**config.mk**
```make
export PLATFORM = sky130hd
export DESIGN_NAME = ram8_access_ctrl_flat
export DESIGN_NICKNAME = d
export VERILOG_FILES = /design/src/rtl/ram8_access_ctrl_if.sv /design/src/rtl/ram8_access_ctrl.sv /design/src/flat_wrapper.sv
export SDC_FILE = /design/constraint.sdc
export NUM_CORES = 1
export LEC_CHECK = 0
export BUFFER_PORTS_ARGS = -buffer_cell sky130_fd_sc_hd__buf_2
export CELL_PAD_IN_SITES_DETAIL_PLACEMENT = 1
export CELL_PAD_IN_SITES_GLOBAL_PLACEMENT = 1
export CORE_MARGIN = 5
export CORE_UTILIZATION = 40
export CTS_CLUSTER_DIAMETER = 150
export DETAILED_ROUTE_END_ITERATION = 10
export PLACE_DENSITY = 0.85
export SYNTH_ARGS = -nofsm -noshare
export SYNTH_HDL_FRONTEND = slang
export SYNTH_SLANG_ARGS = --single-unit
```
**constraint.sdc**
```tcl
create_clock -name clk -period 2.9 [get_ports clk]
set_clock_uncertainty 0.1 [all_clocks]
set_input_delay 0.435 -clock clk [delete_from_list [all_inputs] [get_ports clk]]
set_output_delay 0.435 -clock clk [all_outputs]
set_load 0.05 [all_outputs]
```
**src/rtl/ram8_access_ctrl_if.sv**
```systemverilog
// Request/response and RAM pin bundle for ram8_access_ctrl.
// The slave modport is the controller. The master modport is the requester plus the RAM side.
`timescale 1ns/1ps
interface ram8_access_ctrl_if #(
  parameter int DATA_W = 16,
  parameter int ADDR_W = 3
);
  // request port
  logic              req_valid;
  logic              req_ready;
  logic              req_wr;
  logic [ADDR_W-1:0] req_addr;
  logic [DATA_W-1:0] req_data;
  // response port
  logic              rsp_valid;
  logic              rsp_ready;
  logic [DATA_W-1:0] rsp_data;
  // RAM_8 pins
  logic              ram_e;
  logic              ram_w;
  logic              ram_r;
  logic [ADDR_W-1:0] ram_addr;
  logic [DATA_W-1:0] ram_d;
  logic [DATA_W-1:0] ram_q;

  modport slave (
    input  req_valid, req_wr, req_addr, req_data, rsp_ready, ram_q,
    output req_ready, rsp_valid, rsp_data, ram_e, ram_w, ram_r, ram_addr, ram_d
  );

  modport master (
    output req_valid, req_wr, req_addr, req_data, rsp_ready, ram_q,
    input  req_ready, rsp_valid, rsp_data, ram_e, ram_w, ram_r, ram_addr, ram_d
  );
endinterface

```
**src/rtl/ram8_access_ctrl.sv**
```systemverilog
// Single-request front-end for the 8x16 register-file RAM.
// It clears the RAM after reset (optional), runs one-cycle write and read accesses,
// and holds each read result until the consumer takes it.
`timescale 1ns/1ps
module ram8_access_ctrl #(
  parameter int                DATA_W   = 16,
  parameter int                ADDR_W   = 3,
  parameter bit                INIT_EN  = 1'b1,
  parameter logic [DATA_W-1:0] INIT_VAL = '0
) (
  input  logic                 clk,
  input  logic                 rst,
  ram8_access_ctrl_if.slave    bus
);

  typedef enum logic [2:0] {
    S_INIT  = 3'd0,
    S_IDLE  = 3'd1,
    S_WRITE = 3'd2,
    S_READ  = 3'd3,
    S_RESP  = 3'd4
  } state_t;

  typedef struct packed {
    logic              wr;
    logic [ADDR_W-1:0] addr;
    logic [DATA_W-1:0] data;
  } req_t;

  // The last word of the sweep. The counter wraps back to 0 on the edge that leaves INIT.
  localparam logic [ADDR_W-1:0] CNT_LAST = '1;

  state_t            state;
  logic [ADDR_W-1:0] cnt;
  req_t              req_q;
  logic              rsp_valid_q;
  logic [DATA_W-1:0] rsp_data_q;

  // Sequence the controller. The response register is loaded only from READ,
  // so an undriven RAM output never reaches rsp_data.
  always_ff @(posedge clk or posedge rst) begin
    if (rst) begin
      state       <= INIT_EN ? S_INIT : S_IDLE;
      cnt         <= '0;
      req_q       <= '0;
      rsp_valid_q <= 1'b0;
      rsp_data_q  <= '0;
    end else begin
      case (state)
        S_INIT: begin
          cnt <= cnt + 1'b1;
          if (cnt == CNT_LAST) state <= S_IDLE;
        end
        S_IDLE: begin
          if (bus.req_valid) begin
            req_q.wr   <= bus.req_wr;
            req_q.addr <= bus.req_addr;
            req_q.data <= bus.req_data;
            state      <= bus.req_wr ? S_WRITE : S_READ;
          end
        end
        S_WRITE: state <= S_IDLE;
        S_READ: begin
          rsp_data_q  <= bus.ram_q;
          rsp_valid_q <= 1'b1;
          state       <= S_RESP;
        end
        S_RESP: begin
          if (bus.rsp_ready) begin
            rsp_valid_q <= 1'b0;
            state       <= S_IDLE;
          end
        end
        default: state <= S_IDLE;
      endcase
    end
  end

  // Decode the RAM pins from the state and the captured request.
  // W and R come from different states, so they are never both asserted.
  always_comb begin
    bus.ram_e    = 1'b0;
    bus.ram_w    = 1'b0;
    bus.ram_r    = 1'b0;
    bus.ram_addr = '0;
    bus.ram_d    = '0;
    case (state)
      S_INIT: begin
        bus.ram_e    = 1'b1;
        bus.ram_w    = 1'b1;
        bus.ram_addr = cnt;
        bus.ram_d    = INIT_VAL;
      end
      S_WRITE: begin
        bus.ram_e    = 1'b1;
        bus.ram_w    = 1'b1;
        bus.ram_addr = req_q.addr;
        bus.ram_d    = req_q.data;
      end
      S_READ: begin
        bus.ram_e    = 1'b1;
        bus.ram_r    = 1'b1;
        bus.ram_addr = req_q.addr;
      end
      default: ;
    endcase
  end

  // The controller accepts a request only in IDLE, so requests never queue behind an access.
  assign bus.req_ready = (state == S_IDLE);
  assign bus.rsp_valid = rsp_valid_q;
  assign bus.rsp_data  = rsp_data_q;

endmodule

```
**src/flat_wrapper.sv**
```systemverilog
// flat-port wrapper written by rule: the top's interface ports become plain ports
module ram8_access_ctrl_flat 
#(
  parameter int                DATA_W   = 16,
  parameter int                ADDR_W   = 3,
  parameter bit                INIT_EN  = 1'b1,
  parameter logic [DATA_W-1:0] INIT_VAL = '0
)
  (clk, rst, bus_req_valid, bus_req_wr, bus_req_addr, bus_req_data, bus_rsp_ready, bus_ram_q, bus_req_ready, bus_rsp_valid, bus_rsp_data, bus_ram_e, bus_ram_w, bus_ram_r, bus_ram_addr, bus_ram_d);
  ram8_access_ctrl_if #(.DATA_W(DATA_W), .ADDR_W(ADDR_W)) bus_i ();
  input  logic clk;
  input  logic rst;
  input wire logic [$bits(bus_i.req_valid)-1:0] bus_req_valid;
  input wire logic [$bits(bus_i.req_wr)-1:0] bus_req_wr;
  input wire logic [$bits(bus_i.req_addr)-1:0] bus_req_addr;
  input wire logic [$bits(bus_i.req_data)-1:0] bus_req_data;
  input wire logic [$bits(bus_i.rsp_ready)-1:0] bus_rsp_ready;
  input wire logic [$bits(bus_i.ram_q)-1:0] bus_ram_q;
  output wire logic [$bits(bus_i.req_ready)-1:0] bus_req_ready;
  output wire logic [$bits(bus_i.rsp_valid)-1:0] bus_rsp_valid;
  output wire logic [$bits(bus_i.rsp_data)-1:0] bus_rsp_data;
  output wire logic [$bits(bus_i.ram_e)-1:0] bus_ram_e;
  output wire logic [$bits(bus_i.ram_w)-1:0] bus_ram_w;
  output wire logic [$bits(bus_i.ram_r)-1:0] bus_ram_r;
  output wire logic [$bits(bus_i.ram_addr)-1:0] bus_ram_addr;
  output wire logic [$bits(bus_i.ram_d)-1:0] bus_ram_d;
  assign bus_i.req_valid = bus_req_valid;
  assign bus_i.req_wr = bus_req_wr;
  assign bus_i.req_addr = bus_req_addr;
  assign bus_i.req_data = bus_req_data;
  assign bus_i.rsp_ready = bus_rsp_ready;
  assign bus_i.ram_q = bus_ram_q;
  assign bus_req_ready = bus_i.req_ready;
  assign bus_rsp_valid = bus_i.rsp_valid;
  assign bus_rsp_data = bus_i.rsp_data;
  assign bus_ram_e = bus_i.ram_e;
  assign bus_ram_w = bus_i.ram_w;
  assign bus_ram_r = bus_i.ram_r;
  assign bus_ram_addr = bus_i.ram_addr;
  assign bus_ram_d = bus_i.ram_d;
  ram8_access_ctrl #(.DATA_W(DATA_W), .ADDR_W(ADDR_W), .INIT_EN(INIT_EN), .INIT_VAL(INIT_VAL)) u_core (.clk(clk), .rst(rst), .bus(bus_i));
endmodule
```
==> run_summary.xml <==
<?xml version="1.0" encoding="UTF-8"?>
<metrics>
  <group name="status">
    <metric name="outcome" unit="">completed</metric>
  </group>
  <group name="floorplan">
    <metric name="initial_utilization" unit="">0.4166</metric>
    <metric name="io_pins" unit="">80</metric>
    <metric name="design.die.area" unit="sq um">6459</metric>
    <metric name="dieWidth" unit="um">80.37</metric>
    <metric name="dieHeight" unit="um">80.37</metric>
    <metric name="fp.coreArea" unit="sq um">4755</metric>
    <metric name="rows" unit="">25</metric>
  </group>
  <group name="yosys">
    <metric name="synth.top_cells.by_count" unit="">42 x sky130_fd_sc_hd__dfrtp_1, 27 x sky130_fd_sc_hd__mux2_4, 16 x sky130_fd_sc_hd__and3_1</metric>
    <metric name="synthDominantAreaCellType" unit="">sky130_fd_sc_hd__dfrtp_1</metric>
    <metric name="leading_cell_type_by_number_of_instances_after_synthesis" unit="">sky130_fd_sc_hd__dfrtp_1</metric>
    <metric name="post_synth_main_area_contributors" unit="">sky130_fd_sc_hd__dfrtp_1 53%, sky130_fd_sc_hd__mux2_4 20%, sky130_fd_sc_hd__mux2_2 5.7%</metric>
    <metric name="syn-num-nets" unit="">179</metric>
    <metric name="synth_enable_flop_cells" unit="">0</metric>
    <metric name="syn-cell-area" unit="sq um">1981</metric>
    <metric name="ys_ff_latch" unit="">42</metric>
    <metric name="async_flop_share" unit="">1.000</metric>
    <metric name="yosysTopAreaCellShare" unit="">0.5306</metric>
    <metric name="postSynthCellCount" unit="">137</metric>
    <metric name="syn_avg_cell_area" unit="sq um">14.46</metric>
    <metric name="synth-seq-area-share" unit="">0.5306</metric>
    <metric name="netlist-cell-type-count" unit="">26</metric>
    <metric name="ys_dominant_reg_cell" unit="">sky130_fd_sc_hd__dfrtp_1</metric>
    <metric name="synthesis_warning_total" unit="">0</metric>
  </group>
  <group name="power">
    <metric name="p_per_area" unit="nW/um^2">1226</metric>
    <metric name="fraction_of_power_spent_switching_nets" unit="">0.4575</metric>
    <metric name="internal-power" unit="W">0.001654</metric>
    <metric name="irDropWorstVdd" unit="mV">0.4421</metric>
    <metric name="power.leakage" unit="nW">1.368</metric>
    <metric name="share_seq_of_total_power" unit="">0.350</metric>
    <metric name="switchingPower" unit="W">0.001395</metric>
    <metric name="clockPowerShare" unit="">0.124</metric>
    <metric name="share_comb_of_total_power" unit="">0.526</metric>
  </group>
  <group name="cells_and_area">
    <metric name="area_growth_syn_to_layout" unit="%">25.58</metric>
    <metric name="post-route-cell-area" unit="sq um">2487</metric>
    <metric name="fillerInstances" unit="">539</metric>
    <metric name="layout-drive-gt1-share" unit="">0.5991</metric>
    <metric name="layout.core_utilization" unit="">0.5232</metric>
    <metric name="final_nets" unit="">258</metric>
    <metric name="number_of_diodes" unit="">0</metric>
  </group>
  <group name="cts">
    <metric name="clock_sinks" unit="">42</metric>
    <metric name="clk_slew_on_worst_s_h_paths" unit="ns">0.08</metric>
    <metric name="cts_repair_resize_count" unit="">0</metric>
    <metric name="cts_made_buffers" unit="">5</metric>
    <metric name="cts_tree" unit="">done</metric>
    <metric name="postCtsHoldBufs" unit="">0</metric>
    <metric name="clock_tree.buffer_depth" unit="">2</metric>
    <metric name="post-cts-setup-buffer-count" unit="">0</metric>
    <metric name="cts_root_buf" unit="">sky130_fd_sc_hd__clkbuf_8</metric>
    <metric name="worstSkewPairLatency" unit="ns">0.29</metric>
    <metric name="h-tree-depth" unit="">2</metric>
  </group>
  <group name="timing">
    <metric name="setup_tns" unit="ns">0</metric>
    <metric name="period_needed" unit="ns">2.688</metric>
    <metric name="holdWs" unit="ns">0.1484</metric>
    <metric name="maxSlewHeadroom" unit="">0.3268</metric>
    <metric name="slew_violations" unit="">0</metric>
    <metric name="fmax" unit="GHz">0.3720</metric>
    <metric name="timing_worst_slew_pin_value" unit="ns">1.004</metric>
    <metric name="final-hold-violation-count" unit="">0</metric>
    <metric name="post-route-period-util" unit="">0.9270</metric>
    <metric name="rsz_0062_raised_after_global_routing" unit="">no</metric>
    <metric name="finalSetupViolations" unit="">0</metric>
  </group>
  <group name="worst_hold_path">
    <metric name="hold_path.class" unit="">input port to async pin</metric>
  </group>
  <group name="route">
    <metric name="drt-initial-drc-count" unit="">24</metric>
    <metric name="detail-route-antenna-nets" unit="">0</metric>
    <metric name="drtPass1Iterations" unit="">3</metric>
    <metric name="routed_wl" unit="um">4576</metric>
    <metric name="vias_post_dr" unit="">1374</metric>
    <metric name="detail_route.wl_per_cell" unit="um">16.11</metric>
    <metric name="drcViolationCount" unit="">0</metric>
    <metric name="viasPerCell" unit="">4.838</metric>
  </group>
  <group name="critical_path">
    <metric name="critPathBufInv" unit="">1</metric>
    <metric name="worstSetupStartpointType" unit="">flip-flop</metric>
    <metric name="critical_path.max_stage_delay" unit="ns">0.81</metric>
    <metric name="cpLargestDelayFamily" unit="">simple AND/OR/NAND/NOR gates</metric>
    <metric name="critPathKind" unit="">flip-flop to output port</metric>
    <metric name="cp_cell_sequence" unit="">nor2_1, and3_1, buf_2</metric>
    <metric name="slowest_stage_cell_cp" unit="">sky130_fd_sc_hd__nor2_1</metric>
    <metric name="worstPathRequired" unit="ns">2.37</metric>
    <metric name="critical_path.max_fanout" unit="">17</metric>
    <metric name="worst-endpoint-arrival" unit="ns">2.15</metric>
    <metric name="crit_path_end_kind" unit="">output port</metric>
  </group>
  <group name="global_routing">
    <metric name="grt_max_degree" unit="">29</metric>
    <metric name="first_global_vias" unit="">1563</metric>
    <metric name="grt_pass1_wl" unit="um">7776</metric>
    <metric name="antenna_found_initial" unit="">0</metric>
    <metric name="grt-ovfl-total" unit="">0</metric>
    <metric name="grt_usage" unit="">0.1574</metric>
  </group>
  <group name="place">
    <metric name="gp_routability_congestion" unit="">0.6833</metric>
    <metric name="io_buffer_count" unit="">79</metric>
    <metric name="post-dp-hpwl" unit="um">3465</metric>
    <metric name="placedInstanceArea" unit="sq um">2396</metric>
  </group>
  <group name="flow_run">
    <metric name="maxCapViolations" unit="">0</metric>
  </group>
</metrics>
[metal layers]
layer  up-vias  track usage  part of all wire
met5         -            0                 0
met4         0      0.04054            0.0026
met3         2      0.07623              0.11
met2        68       0.2517              0.46
met1       665       0.1895              0.43
li1        639            -                 -
[layout make-up]
cell class	instances	area (sq um)	share of cell area
well taps	67	83.83	0.03370
flip-flops and latches	42	1051	0.4225
multi-input cells	82	835.8	0.3360
clock buffers	7	86.33	0.03471
repair buffers	81	410.4	0.1650
inverters	4	15.01	0.006036
clock inverters	1	5.005	0.002012
[per-stage QoR]
stage / setup slack (ns) / total power (W) / cells
4_1_cts: 0.1881 / 0.003093 / 284
6_report: 0.2116 / 0.003049 / 284
3_5_place_dp: 0.5342 / 0.002697 / 276
3_3_place_gp: 0.6450 / 0.002644 / 276
5_1_grt: 0.004089 / 0.003242 / 284
2_1_floorplan: 0.8550 / 0.002359 / 137
[layout by cell type (no fill, tap or decap), types with 3 or more instances in the layout]
| master | n |
|---|---|
| sky130_fd_sc_hd__mux2_2 | 10 |
| sky130_fd_sc_hd__buf_2 | 79 |
| sky130_fd_sc_hd__dfrtp_1 | 42 |
| sky130_fd_sc_hd__mux2_4 | 27 |
| sky130_fd_sc_hd__a22oi_1 | 3 |
| sky130_fd_sc_hd__clkbuf_8 | 6 |
| sky130_fd_sc_hd__nor2_1 | 8 |
| sky130_fd_sc_hd__inv_1 | 3 |
| sky130_fd_sc_hd__and3_1 | 16 |
[path summary, 6_finish.rpt]
check | from | to | slack, ns | cells past startpoint
min | rst | u_core.cnt[2] | 0.15 | 2
max in group asynchronous | rst | u_core.state[1] | 1.87 | 3
min in group clk | bus_req_data[12] | u_core.req_q[12] | 0.26 | 2
max | u_core.state[0] | bus_ram_d[10] | 0.21 | 3
max reg2reg | u_core.state[1] | u_core.req_q[1] | 0.73 | 3
min reg2reg | u_core.bus.rsp_data[6] | u_core.bus.rsp_data[6] | 0.40 | 1
[sequential cells by signal, summed over array words and instances (netlist names)]
name / count
u_core.req_q: 19
u_core.state: 3
u_core.cnt: 3
u_core.bus.rsp_data: 16
u_core.bus.rsp_valid: 1
[power by group through the flow]
stage          Combinational (W)  Clock (W)  Sequential [W]
5_1_grt                  0.00171   0.000429         0.00111
3_5_place_dp             0.00162          0         0.00107
3_3_place_gp             0.00159          0         0.00106
4_1_cts                  0.00163   0.000396         0.00107
2_1_floorplan           0.000947          0         0.00141
6_report                 0.00160   0.000379         0.00107
[kinds of logic (layout without fill, tap and decap cells)]
kind of cell | count (synthesis) | count (layout) | share of synthesized area
multiplexers | 37 | 37 | 0.2615
buffers and inverters | 13 | 93 | 0.04737
adder cells (fa/ha/maj) | 2 | 2 | 0.01263
AND/OR/NAND/NOR | 33 | 33 | 0.1099
XOR/XNOR | 1 | 1 | 0.004423
flip-flops | 42 | 42 | 0.5306
AO/OA/AOI/OAI | 9 | 9 | 0.03348
Note: power is estimated with default switching activity, not from simulation.
